$ cat src/rtl/toy_fetch_resp_if.sv
// Fetch request/response handshake bundle between an instruction fetcher
// (master) and the line-fetch responder (slave).
interface toy_fetch_resp_if #(
    parameter int ADDR_WIDTH       = 32,
    parameter int ID_WIDTH         = 16,
    parameter int FETCH_DATA_WIDTH = 128
);
    logic                        fetch_mem_req_vld;
    logic                        fetch_mem_req_rdy;
    logic [ADDR_WIDTH-1:0]       fetch_mem_req_addr;
    logic [ID_WIDTH-1:0]         fetch_mem_req_entry_id;
    logic                        fetch_mem_ack_vld;
    logic                        fetch_mem_ack_rdy;
    logic [FETCH_DATA_WIDTH-1:0] fetch_mem_ack_data;
    logic [ID_WIDTH-1:0]         fetch_mem_ack_entry_id;

    modport master (
        output fetch_mem_req_vld, fetch_mem_req_addr, fetch_mem_req_entry_id,
        output fetch_mem_ack_rdy,
        input  fetch_mem_req_rdy, fetch_mem_ack_vld, fetch_mem_ack_data,
        input  fetch_mem_ack_entry_id
    );

    modport slave (
        input  fetch_mem_req_vld, fetch_mem_req_addr, fetch_mem_req_entry_id,
        input  fetch_mem_ack_rdy,
        output fetch_mem_req_rdy, fetch_mem_ack_vld, fetch_mem_ack_data,
        output fetch_mem_ack_entry_id
    );
endinterface

$ cat src/rtl/toy_fetch_resp.sv
// Line-fetch responder: turns one fetch request into BEATS sequential SRAM
// reads within the aligned line and returns the assembled line with its tag.
//
// state | meaning
// IDLE  | ready for a request (req_rdy=1)
// READ  | issuing one SRAM read per cycle, beat = cnt
// DRAIN | waiting for the last beat's read data
// ACK   | line valid, held until the requester takes it
module toy_fetch_resp #(
    parameter int ADDR_WIDTH     = 32,
    parameter int MEM_DATA_WIDTH = 32,
    parameter int BEATS          = 4,
    parameter int ID_WIDTH       = 16
) (
    input  logic                        clk,
    input  logic                        rst_n,
    toy_fetch_resp_if.slave             fetch,
    output logic                        inst_mem_en,
    output logic [ADDR_WIDTH-1:0]       inst_mem_addr,
    input  logic [MEM_DATA_WIDTH-1:0]   inst_mem_rd_data,
    output logic                        inst_mem_wr_en,
    output logic [MEM_DATA_WIDTH-1:0]   inst_mem_wr_data,
    output logic [MEM_DATA_WIDTH/8-1:0] inst_mem_wr_byte_en
);
    localparam int FETCH_DATA_WIDTH = BEATS * MEM_DATA_WIDTH;
    localparam int CNT_W            = $clog2(BEATS);
    localparam int WORD_LSB         = $clog2(MEM_DATA_WIDTH / 8);
    localparam int LINE_LSB         = WORD_LSB + CNT_W;
    localparam logic [ADDR_WIDTH-1:0] LINE_MASK =
        ~((ADDR_WIDTH'(1) << LINE_LSB) - ADDR_WIDTH'(1));
    localparam logic [CNT_W-1:0] LAST_BEAT = CNT_W'(BEATS - 1);

    typedef enum logic [1:0] {IDLE, READ, DRAIN, ACK} state_t;

    state_t                      state_q, state_d;
    logic [CNT_W-1:0]            cnt_q, cnt_d;
    logic [ADDR_WIDTH-1:0]       base_q;
    logic [ID_WIDTH-1:0]         id_q;
    logic                        rd_pend_q;
    logic [CNT_W-1:0]            rd_idx_q;
    logic [FETCH_DATA_WIDTH-1:0] ack_data_q;
    logic                        accept;

    assign inst_mem_wr_en         = 1'b0;
    assign inst_mem_wr_data       = '0;
    assign inst_mem_wr_byte_en    = '0;
    assign fetch.fetch_mem_ack_data     = ack_data_q;
    assign fetch.fetch_mem_ack_entry_id = id_q;

    always_ff @(posedge clk or negedge rst_n) begin
        if (!rst_n) begin
            state_q <= IDLE;
            cnt_q   <= '0;
        end else begin
            state_q <= state_d;
            cnt_q   <= cnt_d;
        end
    end

    always_comb begin
        state_d                 = state_q;
        cnt_d                   = cnt_q;
        accept                  = 1'b0;
        fetch.fetch_mem_req_rdy = 1'b0;
        fetch.fetch_mem_ack_vld = 1'b0;
        inst_mem_en             = 1'b0;
        inst_mem_addr           = '0;
        case (state_q)
            IDLE: begin
                fetch.fetch_mem_req_rdy = 1'b1;
                if (fetch.fetch_mem_req_vld) begin
                    accept  = 1'b1;
                    cnt_d   = '0;
                    state_d = READ;
                end
            end
            READ: begin
                inst_mem_en = 1'b1;
                // base has the line-offset bits cleared, so OR-ing the beat
                // offset can never carry into the next line
                inst_mem_addr = base_q | (ADDR_WIDTH'(cnt_q) << WORD_LSB);
                cnt_d = cnt_q + CNT_W'(1);
                if (cnt_q == LAST_BEAT) state_d = DRAIN;
            end
            DRAIN: state_d = ACK;
            ACK: begin
                fetch.fetch_mem_ack_vld = 1'b1;
                if (fetch.fetch_mem_ack_rdy) state_d = IDLE;
            end
            default: state_d = IDLE;
        endcase
    end

    always_ff @(posedge clk or negedge rst_n) begin
        if (!rst_n) begin
            base_q <= '0;
            id_q   <= '0;
        end else if (accept) begin
            base_q <= fetch.fetch_mem_req_addr & LINE_MASK;
            id_q   <= fetch.fetch_mem_req_entry_id;
        end
    end

    // SRAM data returns one cycle after the strobe; remember which beat it is
    always_ff @(posedge clk or negedge rst_n) begin
        if (!rst_n) begin
            rd_pend_q  <= 1'b0;
            rd_idx_q   <= '0;
            ack_data_q <= '0;
        end else begin
            rd_pend_q <= inst_mem_en;
            rd_idx_q  <= cnt_q;
            if (rd_pend_q)
                ack_data_q[int'(rd_idx_q) * MEM_DATA_WIDTH +: MEM_DATA_WIDTH] <= inst_mem_rd_data;
        end
    end
endmodule

$ cat src/flat_wrapper.sv
// flat-port wrapper written by rule: the top's interface ports become plain ports
module toy_fetch_resp_flat 
#(
    parameter int ADDR_WIDTH     = 32,
    parameter int MEM_DATA_WIDTH = 32,
    parameter int BEATS          = 4,
    parameter int ID_WIDTH       = 16
)
  (clk, rst_n, inst_mem_en, inst_mem_addr, inst_mem_rd_data, inst_mem_wr_en, inst_mem_wr_data, inst_mem_wr_byte_en, fetch_fetch_mem_req_vld, fetch_fetch_mem_req_addr, fetch_fetch_mem_req_entry_id, fetch_fetch_mem_ack_rdy, fetch_fetch_mem_req_rdy, fetch_fetch_mem_ack_vld, fetch_fetch_mem_ack_data, fetch_fetch_mem_ack_entry_id);
  toy_fetch_resp_if #(.ADDR_WIDTH(ADDR_WIDTH), .ID_WIDTH(ID_WIDTH), .FETCH_DATA_WIDTH((BEATS * (32)))) fetch_i ();
  input  logic clk;
  input  logic rst_n;
  output logic inst_mem_en;
  output logic [ADDR_WIDTH-1:0] inst_mem_addr;
  input  logic [MEM_DATA_WIDTH-1:0] inst_mem_rd_data;
  output logic inst_mem_wr_en;
  output logic [MEM_DATA_WIDTH-1:0] inst_mem_wr_data;
  output logic [MEM_DATA_WIDTH/8-1:0] inst_mem_wr_byte_en;
  input wire logic [$bits(fetch_i.fetch_mem_req_vld)-1:0] fetch_fetch_mem_req_vld;
  input wire logic [$bits(fetch_i.fetch_mem_req_addr)-1:0] fetch_fetch_mem_req_addr;
  input wire logic [$bits(fetch_i.fetch_mem_req_entry_id)-1:0] fetch_fetch_mem_req_entry_id;
  input wire logic [$bits(fetch_i.fetch_mem_ack_rdy)-1:0] fetch_fetch_mem_ack_rdy;
  output wire logic [$bits(fetch_i.fetch_mem_req_rdy)-1:0] fetch_fetch_mem_req_rdy;
  output wire logic [$bits(fetch_i.fetch_mem_ack_vld)-1:0] fetch_fetch_mem_ack_vld;
  output wire logic [$bits(fetch_i.fetch_mem_ack_data)-1:0] fetch_fetch_mem_ack_data;
  output wire logic [$bits(fetch_i.fetch_mem_ack_entry_id)-1:0] fetch_fetch_mem_ack_entry_id;
  assign fetch_i.fetch_mem_req_vld = fetch_fetch_mem_req_vld;
  assign fetch_i.fetch_mem_req_addr = fetch_fetch_mem_req_addr;
  assign fetch_i.fetch_mem_req_entry_id = fetch_fetch_mem_req_entry_id;
  assign fetch_i.fetch_mem_ack_rdy = fetch_fetch_mem_ack_rdy;
  assign fetch_fetch_mem_req_rdy = fetch_i.fetch_mem_req_rdy;
  assign fetch_fetch_mem_ack_vld = fetch_i.fetch_mem_ack_vld;
  assign fetch_fetch_mem_ack_data = fetch_i.fetch_mem_ack_data;
  assign fetch_fetch_mem_ack_entry_id = fetch_i.fetch_mem_ack_entry_id;
  toy_fetch_resp #(.ADDR_WIDTH(ADDR_WIDTH), .MEM_DATA_WIDTH(MEM_DATA_WIDTH), .BEATS(BEATS), .ID_WIDTH(ID_WIDTH)) u_core (.clk(clk), .rst_n(rst_n), .fetch(fetch_i), .inst_mem_en(inst_mem_en), .inst_mem_addr(inst_mem_addr), .inst_mem_rd_data(inst_mem_rd_data), .inst_mem_wr_en(inst_mem_wr_en), .inst_mem_wr_data(inst_mem_wr_data), .inst_mem_wr_byte_en(inst_mem_wr_byte_en));
endmodule
$ cat config.mk
export PLATFORM = sky130hd
export DESIGN_NAME = toy_fetch_resp_flat
export DESIGN_NICKNAME = d
export VERILOG_FILES = /design/src/rtl/toy_fetch_resp_if.sv /design/src/rtl/toy_fetch_resp.sv /design/src/flat_wrapper.sv
export SDC_FILE = /design/constraint.sdc
export NUM_CORES = 1
export LEC_CHECK = 0
export ABC_CLOCK_PERIOD_IN_PS = 3300
export BUFFER_PORTS_ARGS = -buffer_cell sky130_fd_sc_hd__buf_2
export CORE_ASPECT_RATIO = 0.9
export CORE_MARGIN = 2
export CORE_UTILIZATION = 51
export DETAILED_ROUTE_END_ITERATION = 16
export MAX_ROUTING_LAYER = met4
export PLACE_DENSITY = 0.85
export SETUP_SLACK_MARGIN = 0.3
export SYNTH_ARGS = -nofsm -noshare
export SYNTH_HDL_FRONTEND = slang
export SYNTH_SLANG_ARGS = --single-unit
$ cat constraint.sdc
create_clock -name clk -period 3.3 [get_ports clk]
set_input_delay 0.66 -clock clk [delete_from_list [all_inputs] [get_ports clk]]
set_output_delay 0.66 -clock clk [all_outputs]
set_load 0.03 [all_outputs]
==> flow_summary.yaml <==
logic_synthesis:
  yosys.area.top_type: "dfrtp_1"
  synth_ff_type: "dfrtp_1"
  yosysMostFrequentCell: "dfrtp_1"
  synthTopCellsByCount: "dfrtp_1, a22o_1, mux2_2, buf_4, and2_1"
  synth_edf_count: 0
  synth.top_cells.by_area: "dfrtp_1, a22o_1, mux2_2"
  yosysUniqueCellTypes: 25
  synth-async-reset-ratio: 1.00
  synth_seq_cells: 179
  seq_area_frac_synth: 0.633
  yosys_warnings: 0
  synth.top_cell.area_share: 0.633
  avgSynthCellArea_um2: 14.4
  synthCells: 492
  synth_area_um2: 7070
setup_path:
  cp_slowest_cell: "dfrtp_1"
  path_cells: "inv_1 -> ha_1 -> buf_4 -> and2_1 -> buf_2"
  crit_type: "register to output port"
  slowest_delay_ns: 0.41
  reg2reg_slack_ns: 1.07
  cp-start-kind: "register"
  cp.required_ns: 2.64
  path_max_fanout: 28
  worstReg2RegStart: "u_core.rd_idx_q[0]"
  timing.rr.end: "u_core.fetch.fetch_mem_ack_data[61]"
  end_kind: "output port"
  ff2ff_path_depth: 5
  arrival_ns: 1.92
pwr:
  ir_drop_uv: 735
  total_power_mw: 10.9
  power_density_nw_per_um2: 1200
  power_leakage_nw: 4.93
layout:
  drive_gt1_frac: 0.461
  area_growth_pct: 28.4
  fin_util: 0.674
  fin_nets: 842
  diodes: 0
timing:
  slew_viol_final: 0
  fin_tns_setup_ns: 0
  fin_skew_ns: 0.00959
  slew_headroom: 0.335
  fmax_mhz: 388
  rsz0062_at_grt: "false"
  setup_viol: 0
  hold_viol: 0
  period_needed_ns: 2.58
  tightest_slew_ns: 0.995
  period_share: 0.780
detailed_routing:
  drtIter0Drc: 350
  num_vias: 5135
  drc_errors: 0
  drt_wl_total_um: 18200
  wire_per_inst_um: 19.6
  via_per_inst: 5.53
  ant_nets: 0
  firstDrtPassIters: 5
floorplan:
  core_area_um2: 13500
  initial_core_util: 0.525
  placementRows: 40
  die_area_um2: 14800
  io-pin-count: 300
  die_h_um: 116
  fp.dieW_um: 128
grt:
  globalRouteOverflowTotal: 0
  grt_pass1_vias: 5256
  grt_use_total: 0.258
  antenna_found_initial: 0
  grt_first_pass_wirelength_um: 28100
  grt_max_degree: 79
clock_tree:
  cts_buffer_depth: 2
  root_buffer: "clkbuf_16"
  post_cts_resized: 0
  tritoncts: "done"
  clk_pin_slew_worst_paths_ns: 0.07
  postCtsSetupBuffers: 0
  clock_latency_ns: 0.43
  cts_buffers: 17
  cts_hold_buf: 0
  cts_sinks: 179
  htree_levels: 4
placement:
  gp_congestion: 0.824
  dp_hpwl_um: 12500
  port_buffers: 256
outcome:
  status: "finished clean"
min_path:
  hold_class: "input pin to async pin"
flow_run:
  drv_cap: 0
==> worst max path at each step <==
| stage | from | to | slack, ns |
|---|---|---|---|
| 2_1_floorplan | u_core.state_q[1] | inst_mem_addr[10] | 1.18 |
| 3_3_place_gp | u_core.state_q[1] | inst_mem_addr[15] | 1.17 |
| 3_5_place_dp | u_core.rd_idx_q[0] | u_core.fetch.fetch_mem_ack_data[32] | 1.09 |
| 4_1_cts | u_core.state_q[1] | inst_mem_addr[15] | 0.67 |
| 5_1_grt | u_core.state_q[1] | inst_mem_addr[15] | 0.52 |
| 6_report | u_core.state_q[1] | inst_mem_addr[15] | 0.72 |
==> metrics by stage <==
step	setup WS, ns	cell area [um^2]	hold WS [ns]	std cells
after floorplan	1.18	7210	0.364	530
after global placement	1.17	8380	0.419	897
after detailed placement	1.09	8380	0.432	897
after CTS	0.665	9080	0.215	929
after global routing	0.523	9080	0.239	929
final	0.725	9080	0.205	929
==> sequential cells by signal (all words and copies together), names as in the netlist <==
register	flops
u_core.fetch.fetch_mem_ack_data	128
u_core.base_q	28
u_core.fetch.fetch_mem_ack_entry_id	16
u_core.cnt_q	2
u_core.rd_idx_q	2
u_core.state_q	2
u_core.rd_pend_q	1
==> cell type report <==
class / count / area (um^2)
Clock buffer: 18 / 429
Clock inverter: 14 / 270
Fill cell: 952 / 4380
Inverter: 7 / 26.3
Multi-Input combinational cell: 274 / 2270
Sequential cell: 179 / 4480
Tap cell: 168 / 210
Timing Repair Buffer: 269 / 1400
==> layout by cell type, fill, tap and decap left out, types with 3 or more instances in the layout <==
cell       netlist  layout
a22o_1         124     124
a32o_1           5       5
and2_1          30      30
buf_2           12     255
buf_4           40      12
bufinv_16        0       7
clkbuf_16        0      17
conb_1           1      39
dfrtp_1        179     179
ha_1            10      10
inv_1            7       7
inv_6            0       3
mux2_2          45      45
nand2_1          8       7
==> kinds of logic (layout without fill, tap and decap cells) <==
kind of cell / Yosys count / count (layout) / synth area share
other: 1 / 39 / 0.000530
AO/OA/AOI/OAI: 131 / 131 / 0.163
AND/OR/NAND/NOR: 47 / 47 / 0.0435
buffers and inverters: 77 / 308 / 0.0674
flip-flops: 179 / 179 / 0.633
multiplexers: 47 / 47 / 0.0745
adder cells (fa/ha/maj): 10 / 10 / 0.0177
==> worst max-delay path, delay by kind of cell (launching register included) <==
family,cells,cell delay [ns]
and+or+nand+nor,1,0.18
DFF,1,0.41
adders and majority gates,1,0.31
buffers and inverters,3,0.59
==> metal layers <==
layer  vias to the layer above  part of all wire  GRT usage
met5                         -                 0          -
met4                         0             0.016     0.0835
met3                        22             0.071     0.0679
met2                       275              0.49      0.411
met1                      2610              0.42      0.325
li1                       2228                 -          -
==> report_power, final <==
part	internal (mW)	switching (mW)	total (mW)
clock network	1.51	0.871	2.38
logic	1.64	3.11	4.75
registers	3.18	0.572	3.75
Note: power is estimated with default switching activity, not from simulation.
